## src/rtl/text_fetch_pkg.sv

```systemverilog
// ==== text_fetch_pkg : shared defaults, widths and FSM encoding for text_fetch_ctrl ====
// Rev 1.0
`default_nettype none

package text_fetch_pkg;

  localparam int unsigned c_COLS    = 40;
  localparam int unsigned c_GLYPH_W = 16;
  localparam int unsigned c_GLYPH_H = 32;
  localparam int unsigned c_LINES   = 480;

  localparam int unsigned c_CHAR_AW = 13;
  localparam int unsigned c_FONT_AW = 7;

  typedef enum logic [2:0] {
    S_IDLE   = 3'd0,
    S_C_ADDR = 3'd1,
    S_C_CAP  = 3'd2,
    S_F_ADDR = 3'd3,
    S_F_CAP  = 3'd4,
    S_OUT    = 3'd5
  } state_e;

endpackage

`default_nettype wire

```

## src/rtl/glyph_row_mux.sv

```systemverilog
// ==== glyph_row_mux : picks one glyph row out of a font word, optional inverse video ====
// Rev 1.0
`default_nettype none

module glyph_row_mux #(
  parameter int unsigned WORD_W  = 512,
  parameter int unsigned GLYPH_W = 16,
  parameter int unsigned ROW_W   = 5
) (
  input  logic [WORD_W-1:0]  word_i,
  input  logic [ROW_W-1:0]   row_i,
  input  logic               invert_i,
  output logic [GLYPH_W-1:0] row_o
);

  localparam int unsigned c_IDX_W = $clog2(WORD_W);

  logic [c_IDX_W-1:0] w_base;
  logic [GLYPH_W-1:0] w_slice;

  assign w_base  = c_IDX_W'(row_i) * c_IDX_W'(GLYPH_W);
  assign w_slice = word_i[w_base +: GLYPH_W];
  assign row_o   = invert_i ? ~w_slice : w_slice;

endmodule

`default_nettype wire

```

## src/rtl/text_fetch_ctrl.sv

```systemverilog
// ==== text_fetch_ctrl : fetches char codes and glyph rows for one pixel line of text ====
// Rev 1.0
`default_nettype none

module text_fetch_ctrl
  import text_fetch_pkg::*;
#(
  parameter int unsigned COLS    = c_COLS,
  parameter int unsigned GLYPH_W = c_GLYPH_W,
  parameter int unsigned GLYPH_H = c_GLYPH_H,
  parameter int unsigned LINES   = c_LINES
) (
  input  logic                 clk_clk,
  input  logic                 reset_reset,
  input  logic                 line_start,
  input  logic [8:0]           line_idx,
  input  logic [c_CHAR_AW-1:0] base_addr,
  output logic                 busy,
  output logic                 line_done,
  output logic                 line_err,
  output logic                 pix_valid,
  input  logic                 pix_ready,
  output logic [GLYPH_W-1:0]   pix_data,
  output logic                 pix_last,
  output logic [c_CHAR_AW-1:0] char_mem_p2_address,
  output logic                 char_mem_p2_chipselect,
  output logic                 char_mem_p2_clken,
  input  logic [7:0]           char_mem_p2_readdata,
  output logic                 char_mem_p2_write,
  output logic [7:0]           char_mem_p2_writedata,
  output logic [c_FONT_AW-1:0] font_mem_p_address,
  output logic                 font_mem_p_chipselect,
  output logic                 font_mem_p_clken,
  input  logic [511:0]         font_mem_p_readdata,
  output logic                 font_mem_p_write,
  output logic                 font_mem_p_debugaccess,
  output logic [511:0]         font_mem_p_writedata,
  output logic [63:0]          font_mem_p_byteenable
);

  localparam int unsigned c_COL_W = $clog2(COLS);
  localparam int unsigned c_ROW_W = $clog2(GLYPH_H);
  localparam logic [c_COL_W-1:0] c_COL_LAST = c_COL_W'(COLS - 1);

  state_e                 state_q, state_d;
  logic [8:0]             line_q;
  logic [c_CHAR_AW-1:0]   base_q;
  logic [c_COL_W-1:0]     col_q;
  logic [7:0]             code_q;
  logic [GLYPH_W-1:0]     row_q;
  logic                   done_q;
  logic                   err_q;

  logic                   w_accept;
  logic                   w_col_last;
  logic [c_CHAR_AW-1:0]   w_char_addr;
  logic [GLYPH_W-1:0]     w_row;

  assign w_accept   = line_start && (32'(line_idx) < LINES);
  assign w_col_last = (col_q == c_COL_LAST);
  // Text row = pixel line / glyph height; scroll base wraps around char_mem.
  assign w_char_addr = base_q
                     + c_CHAR_AW'(line_q >> c_ROW_W) * c_CHAR_AW'(COLS)
                     + c_CHAR_AW'(col_q);

  glyph_row_mux #(
    .WORD_W  (512),
    .GLYPH_W (GLYPH_W),
    .ROW_W   (c_ROW_W)
  ) u_glyph_row_mux (
    .word_i   (font_mem_p_readdata),
    .row_i    (line_q[c_ROW_W-1:0]),
    .invert_i (code_q[7]),
    .row_o    (w_row)
  );

  always_ff @(posedge clk_clk or posedge reset_reset) begin
    if (reset_reset) begin
      state_q <= S_IDLE;
    end else begin
      state_q <= state_d;
    end
  end

  always_comb begin
    state_d = state_q;
    unique case (state_q)
      S_IDLE:   if (w_accept) state_d = S_C_ADDR;
      S_C_ADDR: state_d = S_C_CAP;
      S_C_CAP:  state_d = S_F_ADDR;
      S_F_ADDR: state_d = S_F_CAP;
      S_F_CAP:  state_d = S_OUT;
      S_OUT:    if (pix_ready) state_d = w_col_last ? S_IDLE : S_C_ADDR;
      default:  state_d = S_IDLE;
    endcase
  end

  always_ff @(posedge clk_clk or posedge reset_reset) begin
    if (reset_reset) begin
      line_q <= '0;
      base_q <= '0;
      col_q  <= '0;
      code_q <= '0;
      row_q  <= '0;
      done_q <= 1'b0;
      err_q  <= 1'b0;
    end else begin
      done_q <= 1'b0;
      err_q  <= 1'b0;
      case (state_q)
        S_IDLE: begin
          if (w_accept) begin
            line_q <= line_idx;
            base_q <= base_addr;
            col_q  <= '0;
          end else if (line_start) begin
            err_q <= 1'b1;
          end
        end
        S_C_CAP: code_q <= char_mem_p2_readdata;
        S_F_CAP: row_q  <= w_row;
        S_OUT: begin
          if (pix_ready) begin
            if (w_col_last) done_q <= 1'b1;
            else            col_q  <= col_q + c_COL_W'(1);
          end
        end
        default: ;
      endcase
    end
  end

  always_comb begin
    busy                   = (state_q != S_IDLE);
    char_mem_p2_chipselect = (state_q == S_C_ADDR);
    char_mem_p2_address    = char_mem_p2_chipselect ? w_char_addr : '0;
    char_mem_p2_clken      = busy;
    font_mem_p_chipselect  = (state_q == S_F_ADDR);
    font_mem_p_address     = font_mem_p_chipselect ? code_q[c_FONT_AW-1:0] : '0;
    font_mem_p_clken       = busy;
    pix_valid              = (state_q == S_OUT);
    pix_last               = pix_valid && w_col_last;
    pix_data               = row_q;
  end

  assign line_done              = done_q;
  assign line_err               = err_q;
  assign char_mem_p2_write      = 1'b0;
  assign char_mem_p2_writedata  = '0;
  assign font_mem_p_write       = 1'b0;
  assign font_mem_p_debugaccess = 1'b0;
  assign font_mem_p_writedata   = '0;
  assign font_mem_p_byteenable  = '1;

endmodule

`default_nettype wire

```

## config.mk

```make
export PLATFORM = sky130hd
export DESIGN_NAME = text_fetch_ctrl
export DESIGN_NICKNAME = d
export VERILOG_FILES = /design/src/rtl/text_fetch_pkg.sv /design/src/rtl/glyph_row_mux.sv /design/src/rtl/text_fetch_ctrl.sv
export SDC_FILE = /design/constraint.sdc
export NUM_CORES = 1
export LEC_CHECK = 0
export BUFFER_PORTS_ARGS = -buffer_cell sky130_fd_sc_hd__buf_2
export CAP_MARGIN = 30
export CORE_AREA = 2 2 461 463
export DETAILED_ROUTE_END_ITERATION = 16
export DIE_AREA = 0 0 463 465
export PLACE_DENSITY_LB_ADDON = 0.25
export SETUP_SLACK_MARGIN = 0.15
export SLEW_MARGIN = 20
export SYNTH_ARGS = -nofsm -noshare
export SYNTH_HDL_FRONTEND = slang
export SYNTH_SLANG_ARGS = --single-unit
```

## constraint.sdc

```tcl
create_clock -name clk_clk -period 3.8 [get_ports clk_clk]
set_input_delay 0.19 -clock clk_clk [delete_from_list [all_inputs] [get_ports clk_clk]]
set_output_delay 0.19 -clock clk_clk [all_outputs]
set_load 0.005 [all_outputs]
```

==> results.json <==
{
  "total_power_w": 0.00956,
  "cp_cell_sequence": "ha_1 > ha_2 > fa_1 > ha_4 > ha_4 > o21a_1 > a211oi_2 > o31ai_2 > mux2i_1 > buf_2",
  "cts_num_sinks": 57,
  "die_w_um": 463,
  "worstPathRequired_ns": 3.61,
  "timing.critical_path.from": "line_q[8]",
  "async_flop_share": 1.00,
  "tightest_slew_ns": 0.874,
  "min_path_type": "primary input to flip-flop",
  "synth-seq-cells": 57,
  "placed_cells": 4740,
  "grt_max_degree": 41,
  "die-area_um2": 215000,
  "arrival_ns": 3.43,
  "status": "complete, no violations",
  "use_met1": 0.0878,
  "syn_inst": 1347,
  "drive_gt1_frac": 0.386,
  "cts_tree": "built",
  "grt_pass1_wl_um": 112000,
  "clock.fmax_ghz": 0.277,
  "most-common-layout-cells": "buf_2, conb_1, nand2_1",
  "die_h_um": 465,
  "ys.warnings.count": 0,
  "setup_tns_ns": 0,
  "grt.total_usage": 0.0822,
  "power_density_nw_per_um2": 561,
  "setup_viol": 0,
  "io_pins": 1178,
  "grt_pass1_vias": 10100,
  "synthTopCellsByArea": "buf_4, mux4_2, dfrtp_1",
  "min_path_cells": 3,
  "vias": 11100,
  "final_util": 0.0808,
  "clock_latency_ns": 0.40,
  "hpwl_um": 85200,
  "yosysUniqueCellTypes": 55,
  "cts.path.max_buffers": 2,
  "synth_top_area_cell": "buf_4",
  "routed_via_density": 2.31,
  "cp_common_cell": "ha_4",
  "synth-edff-count": 0,
  "antenna_found_initial": 106,
  "drtIter0Drc": 481,
  "crit_fanout": 4,
  "final_common_cell": "buf_2",
  "reg2reg_depth": 6,
  "core_area_um2": 211000,
  "area_growth_pct": 42.4,
  "synthesis.area_um2": 12000,
  "endpoint_kind": "primary output",
  "max-slew-margin-rel": 0.417,
  "ys_seq_area_frac": 0.119,
  "slowest_stage": "fa_1",
  "hold_viol": 0,
  "start_util": 0.0567,
  "cpPeakStageDelay_ns": 0.53,
  "rsz0062_at_grt": "true",
  "cts.reportedPaths.clkPinSlew_ns": 0.07,
  "cap_violations": 0,
  "drt-total-wl_um": 92600,
  "crit_type": "flip-flop to primary output",
  "antenna_left": 0,
  "met2_usage": 0.159,
  "finClkSkew_ns": 0.0167,
  "place_congestion": 0.860,
  "yosys_most_used_dff": "dfrtp_1",
  "finalNonFillerCells": 4797,
  "min-delay-start": "line_idx[4]",
  "root_buffer": "clkbuf_16",
  "grt-busiest-layer": "met2",
  "leakage_nw": 7.74,
  "cts_max_level": 3,
  "fin_crit_ns": 3.62,
  "yosysTopAreaCellShare": 0.373,
  "rr_startpoint": "line_q[2]",
  "nets": 2532,
  "wl_per_cell_um": 19.3,
  "cts-buffers-inserted": 9,
  "nFillCells": 24800,
  "fin_crit_sh": 0.952,
  "use_met3": 0.0253,
  "avgSynthCellArea_um2": 8.88,
  "drc": 0,
  "placement.io_buffers": 590,
  "startpoint_type": "flip-flop",
  "drv_slew": 0,
  "grt-ovfl-total": 0,
  "drt_pass1_iterations": 5,
  "fp-row-count": 169,
  "vdd_ir_drop_max_v": 0.000245
}
## per-stage QoR
step           setup slack [ns]  cell area, um2  hold WS [ns]
6_report                  0.184           17000        0.0367
3_5_place_dp              0.194           16300         0.291
2_1_floorplan             0.602           14200         0.295
3_3_place_gp             0.0623           16300         0.296
5_1_grt                  0.0565           17000        0.0413
4_1_cts                   0.142           17000       0.00291
## state kept, by name, summed over array words and instances (netlist names)
| signal | count |
|---|---|
| base_q | 13 |
| code_q | 8 |
| col_q | 6 |
| line_done | 1 |
| line_err | 1 |
| line_q | 9 |
| pix_data | 16 |
| state_q | 3 |
## layer usage
layer	routed length, um	part of all wire	up-vias
met2	49600	0.54	892
li1	-	-	4755
met1	33200	0.36	5201
met4	1510	0.016	60
met5	406	0.0044	-
met3	7950	0.086	190
## cell type report
class                           instances  area (um2)  area share
Multi-Input combinational cell       1210        7990       0.469
Clock buffer                            9         225      0.0132
Tap cell                             2821        3530       0.207
Sequential cell                        57        1440      0.0847
Antenna cell                           12        30.0     0.00176
Clock inverter                          7         103     0.00602
Inverter                               12        46.3     0.00272
Timing Repair Buffer                  669        3670       0.216
## critical path: cells and delay by family, from the launching register on
family,cells,cell delay [ns]
adders and majority gates,5,1.55
AOI/OAI and AO/OA,3,0.58
DFF,1,0.38
muxes,1,0.32
buffers and inverters,1,0.18
## Yosys cell counts, types with 3 or more instances
library cell,instances
a21o_1,9
a21oi_1,12
a221oi_1,6
a22oi_1,32
a41oi_2,4
and2_1,15
and3_1,8
buf_2,21
buf_4,595
buf_6,6
clkbuf_1,28
dfrtp_1,57
fa_1,5
ha_1,22
inv_1,12
mux2_2,8
mux2i_1,115
mux4_1,13
mux4_2,64
nand2_1,134
nand2b_1,3
nand3_1,14
nand4_1,15
nor2_1,26
nor2b_1,8
nor3_1,3
o2111ai_1,19
o21ai_0,21
o21ai_1,4
o21bai_1,6
o22ai_1,4
or3_1,4
xnor2_1,18
xor2_1,8
## timing repair
action / CTS / global route
buffers inserted: 1 / 0
gates cloned: 0 / 0
setup endpoints to repair: 5 / 4
resized for setup: 11 / 3
pin swaps: 7 / 1
hold buffers: 27 / 0
endpoints found under the hold margin: 45 / 0
## power by group
group          leakage (nW)  total [W]  internal, W  switching [W]
Sequential            0.707    0.00134     0.000880       0.000463
Combinational          6.87    0.00721      0.00294        0.00428
Clock                 0.156    0.00100     0.000579       0.000425
## kinds of logic after synthesis
| group | Yosys count | synth area share |
|---|---|---|
| AOI/OAI and AO/OA | 131 | 0.0818 |
| xor gates and xnor gates | 26 | 0.0190 |
| adders and majority gates | 27 | 0.0314 |
| buffers and inverters | 665 | 0.404 |
| DFF | 57 | 0.119 |
| muxes | 200 | 0.253 |
| other | 2 | 0.000628 |
| and+or+nand+nor | 239 | 0.0912 |
## path summary, 6_finish.rpt
path	endpoint	slack [ns]
max	char_mem_p2_address[11]	0.18
min	line_q[4]	0.04
max reg2reg	pix_data[5]	0.88
min reg2reg	pix_data[14]	0.48
max in group asynchronous	line_q[4]	2.33
min in group asynchronous	code_q[3]	0.38
(Power assumes the default switching activity.)
